===== src/rtl/paddle_tracker_if.sv =====
// Bundles the coordinate input, enable and paddle outputs of paddle_tracker.
// Latency: none, wiring only.
// Backpressure: none; coord_V_ap_vld is a single-cycle qualifier with no ready.
interface paddle_tracker_if #(
  parameter int COORD_W = 10
);
  logic               enable;
  logic [COORD_W-1:0] coord_V;
  logic               coord_V_ap_vld;
  logic [COORD_W-1:0] paddle_top;
  logic               paddle_upd;
  logic               tracking;
  logic               lost;

  modport master (
    output enable, coord_V, coord_V_ap_vld,
    input  paddle_top, paddle_upd, tracking, lost
  );

  modport slave (
    input  enable, coord_V, coord_V_ap_vld,
    output paddle_top, paddle_upd, tracking, lost
  );
endinterface


===== src/rtl/paddle_tracker.sv =====
// Turns per-frame target coordinates into a filtered, clamped paddle position.
// Latency: 3 cycles from accepted sample to paddle_upd; II=1, no backpressure.
// Optional build macro PADDLE_DEADBAND_EN suppresses updates within DEADBAND of filt.
module paddle_tracker #(
  parameter int COORD_W   = 10,
  parameter int Y_MAX     = 479,
  parameter int PADDLE_H  = 64,
  parameter int AVG_SHIFT = 2,
  parameter int MAX_STEP  = 16,
  parameter int TIMEOUT   = 10_000_000,
  parameter int DEADBAND  = 2
) (
  input logic             clk,
  input logic             RESET,
  paddle_tracker_if.slave bus
);
  // Two guard bits so med - filt and filt + step never overflow.
  localparam int DW    = COORD_W + 2;
  localparam int CNT_W = $clog2(TIMEOUT);

  localparam logic [COORD_W-1:0] TOP_RST   = COORD_W'((Y_MAX + 1 - PADDLE_H) / 2);
  localparam logic [COORD_W-1:0] FILT_RST  = COORD_W'((Y_MAX + 1) / 2);
  localparam logic [COORD_W-1:0] YMAX_C    = COORD_W'(Y_MAX);
  localparam logic [COORD_W-1:0] TOP_MAX_U = COORD_W'(Y_MAX + 1 - PADDLE_H);
  localparam logic signed [DW-1:0] TOP_MAX = DW'(Y_MAX + 1 - PADDLE_H);
  localparam logic signed [DW-1:0] HALF_H  = DW'(PADDLE_H / 2);
  localparam logic signed [DW-1:0] STEP_HI = DW'(MAX_STEP);
  localparam logic signed [DW-1:0] STEP_LO = DW'(-MAX_STEP);
  localparam logic signed [DW-1:0] DB_HI   = DW'(DEADBAND);
  localparam logic signed [DW-1:0] DB_LO   = DW'(-DEADBAND);
  localparam logic [CNT_W-1:0]     CNT_LAST = CNT_W'(TIMEOUT - 1);

`ifdef PADDLE_DEADBAND_EN
  localparam logic DB_EN = 1'b1;
`else
  localparam logic DB_EN = 1'b0;
`endif

  typedef enum logic [1:0] {IDLE, ACQUIRE, TRACK, LOST} state_t;

  state_t             state, state_nxt;
  logic               acc, lost_set, lost_q;
  logic [CNT_W-1:0]   cnt;
  logic [COORD_W-1:0] h0, h1, h2, med_c, med, lo01, hi01, mid;
  logic               s1_vld, s1_byp, s2_vld, s2_byp;
  logic [COORD_W-1:0] filt, top_q, top_nxt;
  logic               upd_q, skip, near;
  logic signed [DW-1:0] d, sh, step, sum, top_s;

  // Range check: out-of-range coordinates are simply never accepted.
  assign acc = bus.coord_V_ap_vld & bus.enable & (bus.coord_V <= YMAX_C);

  // Next-state logic; a sample arriving while IDLE is treated as the acquiring one.
  always_comb begin
    state_nxt = state;
    lost_set  = 1'b0;
    if (!bus.enable) begin
      state_nxt = IDLE;
    end else begin
      case (state)
        IDLE:    state_nxt = acc ? TRACK : ACQUIRE;
        ACQUIRE: if (acc) state_nxt = TRACK;
        TRACK:   if (!acc && cnt == CNT_LAST) begin
                   state_nxt = LOST;
                   lost_set  = 1'b1;
                 end
        LOST:    if (acc) state_nxt = TRACK;
        default: state_nxt = IDLE;
      endcase
    end
  end

  // State register.
  always_ff @(posedge clk or posedge RESET) begin
    if (RESET) state <= IDLE;
    else       state <= state_nxt;
  end

  // Timeout counter: cleared by accepted samples, saturates at TIMEOUT-1.
  always_ff @(posedge clk or posedge RESET) begin
    if (RESET)                cnt <= '0;
    else if (acc)             cnt <= '0;
    else if (cnt != CNT_LAST) cnt <= cnt + CNT_W'(1);
  end

  // Single-cycle lost pulse on entry to LOST.
  always_ff @(posedge clk or posedge RESET) begin
    if (RESET) lost_q <= 1'b0;
    else       lost_q <= lost_set;
  end

  // S1: history shift; after IDLE/ACQUIRE/LOST the history is re-primed with the sample.
  always_ff @(posedge clk or posedge RESET) begin
    if (RESET) begin
      h0 <= '0; h1 <= '0; h2 <= '0;
      s1_vld <= 1'b0; s1_byp <= 1'b0;
    end else begin
      s1_vld <= acc;
      if (acc) begin
        s1_byp <= (state == IDLE) || (state == ACQUIRE);
        h0     <= bus.coord_V;
        if (state == TRACK) begin
          h1 <= h0;
          h2 <= h1;
        end else begin
          h1 <= bus.coord_V;
          h2 <= bus.coord_V;
        end
      end
    end
  end

  // Median of three: max(min(h0,h1), min(max(h0,h1), h2)).
  always_comb begin
    lo01  = (h0 < h1) ? h0 : h1;
    hi01  = (h0 < h1) ? h1 : h0;
    mid   = (hi01 < h2) ? hi01 : h2;
    med_c = (lo01 > mid) ? lo01 : mid;
  end

  // S2: register the median; dropping enable kills the sample in flight.
  always_ff @(posedge clk or posedge RESET) begin
    if (RESET) begin
      med <= '0; s2_vld <= 1'b0; s2_byp <= 1'b0;
    end else begin
      med    <= med_c;
      s2_vld <= s1_vld & bus.enable;
      s2_byp <= s1_byp;
    end
  end

  // S3 math: rate-limited IIR step (acquire bypasses it), then playfield clamp.
  always_comb begin
    d    = $signed({2'b00, med}) - $signed({2'b00, filt});
    sh   = d >>> AVG_SHIFT;
    step = (sh > STEP_HI) ? STEP_HI : ((sh < STEP_LO) ? STEP_LO : sh);
    sum  = s2_byp ? $signed({2'b00, med}) : ($signed({2'b00, filt}) + step);
    top_s = sum - HALF_H;
    if (top_s < 0)            top_nxt = '0;
    else if (top_s > TOP_MAX) top_nxt = TOP_MAX_U;
    else                      top_nxt = top_s[COORD_W-1:0];
    near = (d < DB_HI) && (d > DB_LO);
    skip = DB_EN & ~s2_byp & near;
  end

  // S3: commit filt and paddle_top together with the update pulse.
  always_ff @(posedge clk or posedge RESET) begin
    if (RESET) begin
      filt  <= FILT_RST;
      top_q <= TOP_RST;
      upd_q <= 1'b0;
    end else begin
      upd_q <= s2_vld & bus.enable & ~skip;
      if (s2_vld & bus.enable & ~skip) begin
        filt  <= sum[COORD_W-1:0];
        top_q <= top_nxt;
      end
    end
  end

  assign bus.paddle_top = top_q;
  assign bus.paddle_upd = upd_q;
  assign bus.tracking   = (state == TRACK);
  assign bus.lost       = lost_q;
endmodule


===== src/flat_wrapper.sv =====
// flat-port wrapper written by rule: the top's interface ports become plain ports
module paddle_tracker_flat 
#(
  parameter int COORD_W   = 10,
  parameter int Y_MAX     = 479,
  parameter int PADDLE_H  = 64,
  parameter int AVG_SHIFT = 2,
  parameter int MAX_STEP  = 16,
  parameter int TIMEOUT   = 10_000_000,
  parameter int DEADBAND  = 2
)
  (clk, RESET, bus_enable, bus_coord_V, bus_coord_V_ap_vld, bus_paddle_top, bus_paddle_upd, bus_tracking, bus_lost);
  paddle_tracker_if #(.COORD_W(COORD_W)) bus_i ();
  input logic clk;
  input logic RESET;
  input wire logic [$bits(bus_i.enable)-1:0] bus_enable;
  input wire logic [$bits(bus_i.coord_V)-1:0] bus_coord_V;
  input wire logic [$bits(bus_i.coord_V_ap_vld)-1:0] bus_coord_V_ap_vld;
  output wire logic [$bits(bus_i.paddle_top)-1:0] bus_paddle_top;
  output wire logic [$bits(bus_i.paddle_upd)-1:0] bus_paddle_upd;
  output wire logic [$bits(bus_i.tracking)-1:0] bus_tracking;
  output wire logic [$bits(bus_i.lost)-1:0] bus_lost;
  assign bus_i.enable = bus_enable;
  assign bus_i.coord_V = bus_coord_V;
  assign bus_i.coord_V_ap_vld = bus_coord_V_ap_vld;
  assign bus_paddle_top = bus_i.paddle_top;
  assign bus_paddle_upd = bus_i.paddle_upd;
  assign bus_tracking = bus_i.tracking;
  assign bus_lost = bus_i.lost;
  paddle_tracker #(.COORD_W(COORD_W), .Y_MAX(Y_MAX), .PADDLE_H(PADDLE_H), .AVG_SHIFT(AVG_SHIFT), .MAX_STEP(MAX_STEP), .TIMEOUT(TIMEOUT), .DEADBAND(DEADBAND)) u_core (.clk(clk), .RESET(RESET), .bus(bus_i));
endmodule

===== config.mk =====
export PLATFORM = sky130hd
export DESIGN_NAME = paddle_tracker_flat
export DESIGN_NICKNAME = d
export VERILOG_FILES = /design/src/rtl/paddle_tracker_if.sv /design/src/rtl/paddle_tracker.sv /design/src/flat_wrapper.sv
export SDC_FILE = /design/constraint.sdc
export NUM_CORES = 1
export LEC_CHECK = 0
export CAP_MARGIN = 40
export CORE_MARGIN = 4
export CORE_UTILIZATION = 60
export DETAILED_ROUTE_END_ITERATION = 10
export GPL_ROUTABILITY_DRIVEN = 0
export PLACE_DENSITY = 0.79
export SYNTH_ARGS = -nofsm -noshare
export SYNTH_HDL_FRONTEND = slang
export SYNTH_SLANG_ARGS = --single-unit
export TNS_END_PERCENT = 1

===== constraint.sdc =====
create_clock -name clk -period 10.1 [get_ports clk]
set_input_delay 2.02 -clock clk [delete_from_list [all_inputs] [get_ports clk]]
set_output_delay 2.02 -clock clk [all_outputs]
set_load 0.05 [all_outputs]

==> results by group, run 1 <==
Synth
  • Top cell type by total area after synthesis: dfrtp_1
  • Synth Register Bits: 92
  • Synth Warn #: 0
  • Cells after synthesis: about 710
  • Post-synthesis cell area: 6256 um2
  • Main flop type after synthesis: dfrtp_1
  • Post-Syn Nets: 777
  • Synth top area cells: dfrtp_1 (34%), ha_1 (10%), nand2_1 (5.5%)
  • Mean post-synth cell area: just under 9 um2
  • Count of different cell masters after synthesis: between 60 and 70
  • Fraction of registers with async set/reset: 1.000
  • EDFF count, synth: 0
  • Top-count cell post-synth: nand2_1
  • Top cells by count, synth: nand2_1 (91), dfrtp_1 (85), ha_1 (51)
  • Top cell type's share of synthesized area: 0.3400
  • Sequential element share of the synthesized area: 0.3694

Hold path
  • Worst Hold Class: flip-flop to flip-flop

STA
  • Hold_ws: around 0.40 ns
  • Slew margin rel.: 0.4244
  • Fmax: about 0.15 GHz
  • Setup violators final: 0
  • Setup_tns: 0 ns
  • Crit path time final: a little under 7 ns
  • Final hold viol count: 0
  • Final Max Tran Viols: 0
  • Final Cycle Share: 0.6819
  • Setup Skew: 0.01389 ns
  • Slew @ Worst Pin: ~0.86 ns
  • RSZ-0062 raised after global routing: no

Floorplan
  • IO Count: 27
  • Core area: slightly above 10000 um2
  • Chip width: ~110 um
  • Core Rows: 37
  • Die height: around 110 um
  • Initial core utilization: 0.6115
  • Die area: ~12000 um2

Clock tree
  • CTS tree: yes
  • Post-CTS sizing: 0
  • Clk slew on worst S/H paths: around 0.090 ns
  • Htree depth: 3
  • Clk sink count: 92
  • Clock root buffer master: clkbuf_8
  • Clock Tree Buf Depth: 2
  • Num CTS Buffers: 9
  • CTS Hold Buffers Added: 0
  • Skew-Pair Late Insertion Delay: roughly 0.37 ns
  • Setup bufs post-CTS: 0

Global route
  • Pin count of the biggest net entering global routing: between 60 and 70
  • Total Routing Usage GR: 0.2336
  • Grt total ovfl: 0
  • First-pass GRT wire length: roughly 23000 um
  • Initial antenna violation count: 0
  • Vias in the first global route: slightly above 5000

Cells and area
  • Post-Layout Cell Count: a little under 900
  • # diodes: 0
  • Layout cells sized above 1: 0.06276
  • Final nets: 794
  • Area Growth Syn to Fin: 10.20%

Setup path
  • Slowest Stage Delay on Critical Path: ~0.50 ns
  • Crit-path slowest cell: a2111oi_0
  • Worst EP arrival: 7.13 ns
  • CP dominant cell by count: a21o_1
  • Crit Path Category: flip-flop to flip-flop
  • Worst Path Max Fanout: 34
  • Critical Path RT: roughly 10 ns
  • CP Capture Type: flip-flop
  • Critical Path Source Type: flip-flop

Drt
  • # DRC: 0
  • Top Metal Used: met4
  • Met2 WL: ~6500 um
  • DRT iter0 DRCs: between 300 and 400
  • Routed len/inst: ~15 um
  • Vias per inst: 5.925
  • Metal3 WL: approximately 390 um
  • WL final: 13330 um
  • DR vias: 5149
  • Antenna Nets Post-Route: 0
  • M1 WL: 6195 um
  • Pre-Repair DR Iteration Count: 4

Placed design
  • DP HPWL: between 10000 and 15000 um
  • IO Port Bufs: 26
  • Dpl cells: between 800 and 900

Status
  • Run status: completed

Flow run
  • MaxCap Viol Count: 0
placed cells by master (no fill, tap or decap), drive strengths merged, types with 15 or more instances in the layout:
cell,n
a211oi,23
ha,51
o21ai,52
nor2,48
clkdlybuf4s50,26
nand2,91
a21oi,44
inv,45
nor2b,15
xnor2,16
xor2,20
dfrtp,85
nand3,20
state kept, by name (all words and copies together) (netlist names):
register / flops
u_core.med: 10
u_core.s2_byp: 1
u_core.s1_vld: 1
u_core.state: 2
u_core.bus.paddle_top: 10
u_core.bus.lost: 1
u_core.cnt: 24
u_core.filt: 10
u_core.s2_vld: 1
u_core.s1_byp: 1
u_core.h2: 10
u_core.h1: 10
u_core.bus.paddle_upd: 1
u_core.h0: 10
per-stage QoR:
stage	cell area, um2	utilization	setup slack (ns)
CTS	6894	0.6738	3.331
floorplan	6256	-	4.207
finish	6894	0.6738	3.213
global placement	6628	0.6478	3.942
detailed placement	6683	0.6532	3.385
global route	6894	0.6738	2.808
cells by family (layout without fill, tap and decap cells):
family | Yosys count | after routing | share of synthesized area
muxes | 23 | 23 | 0.03860
buffers and inverters | 75 | 97 | 0.04540
xor gates and xnor gates | 36 | 36 | 0.05040
DFF | 92 | 92 | 0.3694
AOI/OAI and AO/OA | 187 | 187 | 0.1994
and+or+nand+nor | 246 | 246 | 0.1916
adders and majority gates | 52 | 52 | 0.1052
worst max-delay path, delay by kind of cell, from the launching register on:
kind	cells	cell delay (ns)
adders and majority gates	3	0.88
AOI/OAI and AO/OA	20	3.76
DFF	1	0.38
buffers and inverters	3	0.63
and+or+nand+nor	2	0.50
muxes	2	0.60
worst paths after layout:
check	startpoint	to	slack [ns]	cells past startpoint
worst min register to register	u_core.s1_byp	u_core.s2_byp	0.40	0
worst min-delay path	u_core.s1_byp	u_core.s2_byp	0.40	0
worst max register to register	u_core.h1[5]	u_core.med[0]	3.21	30
max in group asynchronous	RESET	u_core.filt[5]	7.35	4
worst max-delay path	u_core.h1[5]	u_core.med[0]	3.21	30
min in group asynchronous	RESET	u_core.filt[0]	1.83	2
area by class of cell:
| cell class | count | area [um2] |
|---|---|---|
| Multi-Input combinational cell | 544 | 3664 |
| Fill cell | 830 | 3337 |
| Tap cell | 136 | 170.2 |
| Inverter | 47 | 177.7 |
| Timing Repair Buffer | 34 | 360.3 |
| Sequential cell | 92 | 2311 |
| Clock inverter | 4 | 76.32 |
| Clock buffer | 12 | 135.1 |
per-layer routing:
layer  track usage  vias up
met5             0        -
met4       0.07564        0
met3       0.03786       26
met2        0.3925       91
met1        0.3092     2454
li1              -     2578
Power of run 1 is left out: the tool's default activity adds up to more than one toggle a clock period on the data nets, which glitch-free logic cannot reach.
==> run 2, diff against run 1 <==
--- a/config.mk
+++ b/config.mk
@@ -7,10 +7,10 @@
 export LEC_CHECK = 0
 export CAP_MARGIN = 40
 export CORE_MARGIN = 4
-export CORE_UTILIZATION = 60
+export CORE_UTILIZATION = 56
 export DETAILED_ROUTE_END_ITERATION = 10
 export GPL_ROUTABILITY_DRIVEN = 0
-export PLACE_DENSITY = 0.79
+export PLACE_DENSITY = 0.77
 export SYNTH_ARGS = -nofsm -noshare
 export SYNTH_HDL_FRONTEND = slang
 export SYNTH_SLANG_ARGS = --single-unit
==> constraint.sdc (replaced) <==
create_clock -name clk -period 5.88 [get_ports clk]
set_input_delay 1.176 -clock clk [delete_from_list [all_inputs] [get_ports clk]]
set_output_delay 1.176 -clock clk [all_outputs]
set_load 0.05 [all_outputs]
==> run 2 against run 1 <==
Against the previous run: worst hold slack worse by 0.0017 ns; fmax up 19%; register-to-register slack worse by 3.1 ns; design area up 6.3%; final cell count up 3.5%; highest routed layer unchanged.
==> results by group, run 2 (synthesized netlist as in run 1, its figures left out) <==
Status
  • Run status: completed

Setup path
  • CP Capture Type: flip-flop
  • Crit-path slowest cell: dfrtp_1
  • Slowest Stage Delay on Critical Path: 0.42 ns (-0.08 ns)
  • Worst Path Max Fanout: 4 (-88%)
  • Crit Path Category: flip-flop to flip-flop
  • Critical Path Source Type: flip-flop
  • CP dominant cell by count: a21o_1
  • Critical Path RT: 6.14 ns (-4.20 ns)
  • Worst EP arrival: 6.06 ns (-1.07 ns)

Cells and area
  • # diodes: 0 (unchanged)
  • Layout cells sized above 1: 0.1423 (+0.07954)
  • Biggest register: u_core.cnt
  • Layout fillers: 858 (+3.4%)
  • Most frequent cells in the layout: nand2_1 (91), dfrtp_1 (84), nor2_1 (48)
  • Commonest non-fill, non-tap cell in the layout: nand2_1
  • Final nets: 820 (+3.3%)
  • Max reg flops: 24 (unchanged)
  • Area Growth Syn to Fin: 17.18%

STA
  • Final worst slack: 0.08391 ns (-3.129 ns)
  • Slew margin rel.: 0.4456 (+0.02120)
  • RSZ-0062 raised after global routing: yes
  • Fmax: 0.1725 GHz (+19%)
  • Setup violators final: 0 (unchanged)
  • Crit path time final: 5.796 ns (-1.091 ns)
  • Final Max Tran Viols: 0 (unchanged)
  • Final hold viol count: 0 (unchanged)
  • Slew @ Worst Pin: 0.8315 ns (-0.03180 ns)
  • Hold_ws: 0.3945 ns (-0.001651 ns)
  • Setup Skew: 0.02348 ns (+0.009587 ns)
  • Final Cycle Share: 0.9857 (+0.3038)

Clock tree
  • Htree depth: 3 (unchanged)
  • CTS tree: yes
  • Num CTS Buffers: 9 (unchanged)
  • Skew-Pair Late Insertion Delay: 0.38 ns (about the same)
  • Clock Tree Buf Depth: 2 (unchanged)
  • Clk sink count: 92 (unchanged)
  • Clock root buffer master: clkbuf_8
  • Clk slew on worst S/H paths: 0.09 ns (about the same)

Drt
  • Pre-Repair DR Iteration Count: 6 (+2)
  • DR vias: 5403 (+4.9%)
  • Antenna Nets Post-Route: 0 (unchanged)
  • # DRC: 0 (unchanged)
  • WL final: 14930 um (+12%)
  • DRT iter0 DRCs: 392 (+7.4%)
  • Vias per inst: 6.010 (+1.4%)
  • Routed len/inst: 16.60 um (+8.3%)

Floorplan
  • Die height: 113.7 um (+3.3%)
  • Die area: 12930 um2 (+6.6%)
  • Core Rows: 38 (+2.7%)
  • Initial core utilization: 0.5746 (-0.03689)
  • Chip width: 113.7 um (+3.3%)
  • Core area: 10890 um2 (+6.4%)
  • IO Count: 27 (unchanged)

Global route
  • Total Routing Usage GR: 0.2269 (-0.006660)
  • Vias in the first global route: 5190 (+3.2%)
  • Grt total ovfl: 0 (unchanged)
  • Pin count of the biggest net entering global routing: 54 (-18%)
  • Initial antenna violation count: 0 (unchanged)
  • First-pass GRT wire length: 24210 um (+5.6%)

Flow run
  • MaxCap Viol Count: 0 (unchanged)

Placed design
  • Pre-CTS setup slack: -0.1025 ns (-3.487 ns)
  • DP HPWL: 10260 um (+2.0%)
  • IO Port Bufs: 26 (unchanged)

Hold path
  • Worst Hold Class: flip-flop to flip-flop
==> run 2: cell types whose count changed in the layout (fill, tap and decap cells not counted), moves of 4 or more <==
cell	previous run	this run
a21oi_1	44	39
a21oi_2	0	5
buf_4	6	28
ha_1	51	43
ha_4	0	6
mux2_2	9	5
mux2_4	0	4
mux2i_1	14	7
mux2i_2	0	4
==> run 2: per-layer routing <==
metal | vias up | wire length [um] | GRT usage
met5 | - | 0 | 0
met4 | 0 | 258 | 0.07772
met3 | 19 | 502 | 0.02812
met2 | 131 | 7473 | 0.3812
met1 | 2618 | 6692 | 0.3043
li1 | 2635 | - | -
==> run 2: metrics by stage <==
stage | cells | TNS (ns) | instance area, um2 | utilization
CTS | 880 | 0 | 6935 | 0.6370
global route | 899 | -0.8431 | 7331 | 0.6733
finish | 899 | 0 | 7331 | 0.6733
floorplan | 711 | 0 | 6264 | -
global placement | 863 | 0 | 6700 | 0.6154
detailed placement | 864 | -0.4734 | 6728 | 0.6179
==> run 2: path summary, 6_finish.rpt <==
kind / start / end / slack (ns) / cells past startpoint
setup / recovery: u_core.h1[5] / u_core.med[0] / 0.08 / 29
hold / removal: u_core.s1_byp / u_core.s2_byp / 0.39 / 0
setup reg to reg: u_core.h1[5] / u_core.med[0] / 0.08 / 29
hold reg to reg: u_core.s1_byp / u_core.s2_byp / 0.39 / 0
max in group asynchronous: RESET / u_core.filt[1] / 3.56 / 3
min in group asynchronous: RESET / u_core.cnt[15] / 1.24 / 2
==> run 2: layout make-up <==
| type | count | area (um2) | area share |
|---|---|---|---|
| clock buffers | 11 | 141.4 | 0.01929 |
| clock inverters | 5 | 36.28 | 0.004950 |
| repair buffers | 60 | 556.8 | 0.07595 |
| well taps | 140 | 175.2 | 0.02389 |
| multi-input cells | 544 | 3931 | 0.5363 |
| inverters | 47 | 177.7 | 0.02424 |
| flip-flops and latches | 92 | 2312 | 0.3154 |
==> run 2: timing repair <==
| item | 4_1_cts | 5_1_grt |
|---|---|---|
| hold buffers | 0 | 0 |
| setup endpoints to repair | 10 | 19 |
| gates resized for setup | 6 | 43 |
| pin swaps | 0 | 18 |
| buffers inserted | 0 | 19 |
| hold endpoints to repair | 0 | 0 |
==> run 2: critical path, delay by kind of cell (launching register included) <==
| kind | cells | cell delay (ns) |
|---|---|---|
| buffers and inverters | 2 | 0.24 |
| and+or+nand+nor | 2 | 0.44 |
| muxes | 2 | 0.58 |
| DFF | 1 | 0.42 |
| AOI/OAI and AO/OA | 20 | 3.29 |
| adders and majority gates | 3 | 0.68 |
Power of run 2 is left out for the same reason.
==> run 3, diff against run 2 <==
--- a/config.mk
+++ b/config.mk
@@ -7,10 +7,10 @@
 export LEC_CHECK = 0
 export CAP_MARGIN = 40
 export CORE_MARGIN = 4
-export CORE_UTILIZATION = 56
+export CORE_UTILIZATION = 60
 export DETAILED_ROUTE_END_ITERATION = 10
 export GPL_ROUTABILITY_DRIVEN = 0
-export PLACE_DENSITY = 0.77
+export PLACE_DENSITY = 0.79
 export SYNTH_ARGS = -nofsm -noshare
 export SYNTH_HDL_FRONTEND = slang
 export SYNTH_SLANG_ARGS = --single-unit
==> constraint.sdc (replaced) <==
create_clock -name clk -period 6.8 [get_ports clk]
set_input_delay 1.36 -clock clk [delete_from_list [all_inputs] [get_ports clk]]
set_output_delay 1.36 -clock clk [all_outputs]
set_load 0.05 [all_outputs]
==> run 3 against run 2 <==
Against the previous run: sequential cell count did not move; die area fell by 6.2%; sequential share of layout area rose by 2.0 points; worst setup slack improved by 0.36 ns; critical path depth fell by 1; via count fell by 3.8%; count of clock-buffer cells in the layout did not move; register-to-register slack improved by 0.36 ns; critical endpoint unchanged; largest cell class unchanged.
==> results by group, run 3 (synthesized netlist as in run 1, its figures left out) <==
Clock tree
  • Num CTS Buffers: 9 (unchanged)
  • Clk sink count: 92 (unchanged)
  • CTS tree: yes
  • Clk slew on worst S/H paths: 0.09 ns (about the same)
  • Clock root buffer master: clkbuf_8
  • Setup bufs post-CTS: 0 (unchanged)
  • Skew-Pair Late Insertion Delay: 0.36 ns (-0.02 ns)
  • Clock Tree Buf Depth: 2 (unchanged)
  • Htree depth: 3 (unchanged)

Drt
  • Routed len/inst: 15.33 um (-7.7%)
  • Antenna Nets Post-Route: 0 (unchanged)
  • M1 WL: 6241 um (-6.7%)
  • # DRC: 0 (unchanged)
  • DRT iter0 DRCs: 307 (-22%)
  • Vias per inst: 5.983 (-0.45%)
  • Pre-Repair DR Iteration Count: 5 (-1)
  • Top Metal Used: met4
  • DR vias: 5199 (-3.8%)
  • Metal3 WL: 442 um (-12%)
  • WL final: 13320 um (-11%)
  • Met2 WL: 6308 um (-16%)

Global route
  • Total Routing Usage GR: 0.2346 (+0.007677)
  • Initial antenna violation count: 0 (unchanged)
  • Pin count of the biggest net entering global routing: 63 (+17%)
  • First-pass GRT wire length: 22880 um (-5.5%)
  • Grt total ovfl: 0 (unchanged)
  • Vias in the first global route: 5003 (-3.6%)

Setup path
  • Worst EP arrival: 6.60 ns (+0.54 ns)
  • Crit-path slowest cell: a2111oi_2
  • CP dominant cell by count: a21o_1
  • Slowest Stage Delay on Critical Path: 0.40 ns (-0.02 ns)
  • Crit path launch: u_core.h1[5]
  • CP Capture Type: flip-flop
  • Critical Path Source Type: flip-flop
  • Critical Path RT: 7.05 ns (+0.91 ns)
  • Worst Path Max Fanout: 15 (+11)
  • Crit Path Category: flip-flop to flip-flop
  • Reg-to-reg startpoint: u_core.h1[5]

Cells and area
  • Area of the multi-input gates: 3684 um2 (-6.3%)
  • # diodes: 0 (unchanged)
  • Most frequent cells in the layout: nand2_1 (91), dfrtp_1 (85), ha_1 (51)
  • Fin area: 6885 um2 (-6.1%)
  • Register area: 2311 um2 (about the same)
  • Final nets: 794 (-3.2%)
  • Layout fillers: 816 (-4.9%)
  • Layout cells sized above 1: 0.06958 (-0.07272)
  • Biggest register: u_core.cnt
  • Commonest non-fill, non-tap cell in the layout: nand2_1
  • Post-Layout Cell Count: 869 (-3.3%)
  • Area Growth Syn to Fin: 10.06%
  • Max reg flops: 24 (unchanged)

Floorplan
  • Die area: 12120 um2 (-6.2%)
  • Core area: 10230 um2 (-6.0%)
  • Chip width: 110.1 um (-3.2%)
  • Die height: 110.1 um (-3.2%)
  • Initial core utilization: 0.6115 (+0.03689)
  • Core Rows: 37 (-2.6%)
  • IO Count: 27 (unchanged)

Status
  • Run status: completed

Placed design
  • IO Port Bufs: 26 (unchanged)
  • Dpl cells: 853 (-1.3%)
  • DP HPWL: 9990 um (-2.6%)
  • DP Area: 6663 um2 (-0.97%)

STA
  • Slew @ Worst Pin: 0.8526 ns (+0.02110 ns)
  • Fmax: 0.1573 GHz (-8.8%)
  • Final hold viol count: 0 (unchanged)
  • Crit path time final: 6.356 ns (+0.5601 ns)
  • Setup violators final: 0 (unchanged)
  • Final Cycle Share: 0.9347 (-0.05100)
  • Final Max Tran Viols: 0 (unchanged)
  • Setup Skew: 0.01360 ns (-0.009875 ns)
  • RSZ-0062 raised after global routing: no
  • Setup_tns: 0 ns (unchanged)
  • Slew margin rel.: 0.4302 (-0.01544)

Hold path
  • Hold_sp: u_core.s1_byp
  • Worst Hold Class: flip-flop to flip-flop

Flow run
  • MaxCap Viol Count: 0 (unchanged)
## run 3: changes by cell type in the layout (fill, tap and decap cells not counted), sizes merged
cell / previous run / this run
clkbuf: 12 / 11
inv: 47 / 45
bufinv: 0 / 1
clkinv: 5 / 6
buf: 33 / 8
## run 3: worst paths after layout
kind	endpoint	slack, ns	cells after the start
max reg2reg	u_core.med[0]	0.44	28
max	u_core.med[0]	0.44	28
max in group asynchronous	u_core.cnt[22]	4.33	3
min in group asynchronous	u_core.bus.paddle_top[2]	1.34	2
min reg2reg	u_core.s2_byp	0.40	0
min	u_core.s2_byp	0.40	0
## run 3: layout make-up
cell class / count / share of cell area
multi-input cells: 544 / 0.5350
inverters: 47 / 0.02580
well taps: 136 / 0.02471
clock inverters: 5 / 0.008904
clock buffers: 11 / 0.02053
repair buffers: 34 / 0.04943
flip-flops and latches: 92 / 0.3356
## run 3: repair_timing
| action | in CTS | in global routing |
|---|---|---|
| gates resized for setup | 0 | 4 |
| hold buffers | 0 | 0 |
| endpoints found under the setup margin | 0 | 7 |
| hold endpoints to repair | 0 | 0 |
## run 3: through the flow
step	utilization	hold slack [ns]	worst slack [ns]
floorplan	-	0.3535	0.9073
global placement	0.6485	0.3652	0.6163
detailed placement	0.6512	0.3916	0.3699
CTS	0.6710	0.4107	0.3602
global route	0.6730	0.4283	0.07094
finish	0.6730	0.4040	0.4438
## run 3: routing by layer
layer / vias to the layer above / global-route usage
li1: 2582 / -
met5: - / 0
met3: 26 / 0.03320
met1: 2494 / 0.3162
met4: 0 / 0.09147
met2: 97 / 0.3839
## run 3: worst max-delay path, delay by kind of cell, from the launching register on
kind / cells / cell delay, ns
compound gates: 19 / 3.54
flops: 1 / 0.38
mux: 2 / 0.57
simple gates: 1 / 0.38
fa+ha+maj: 3 / 0.77
buf+inv: 3 / 0.59
Power of run 3 is left out for the same reason.
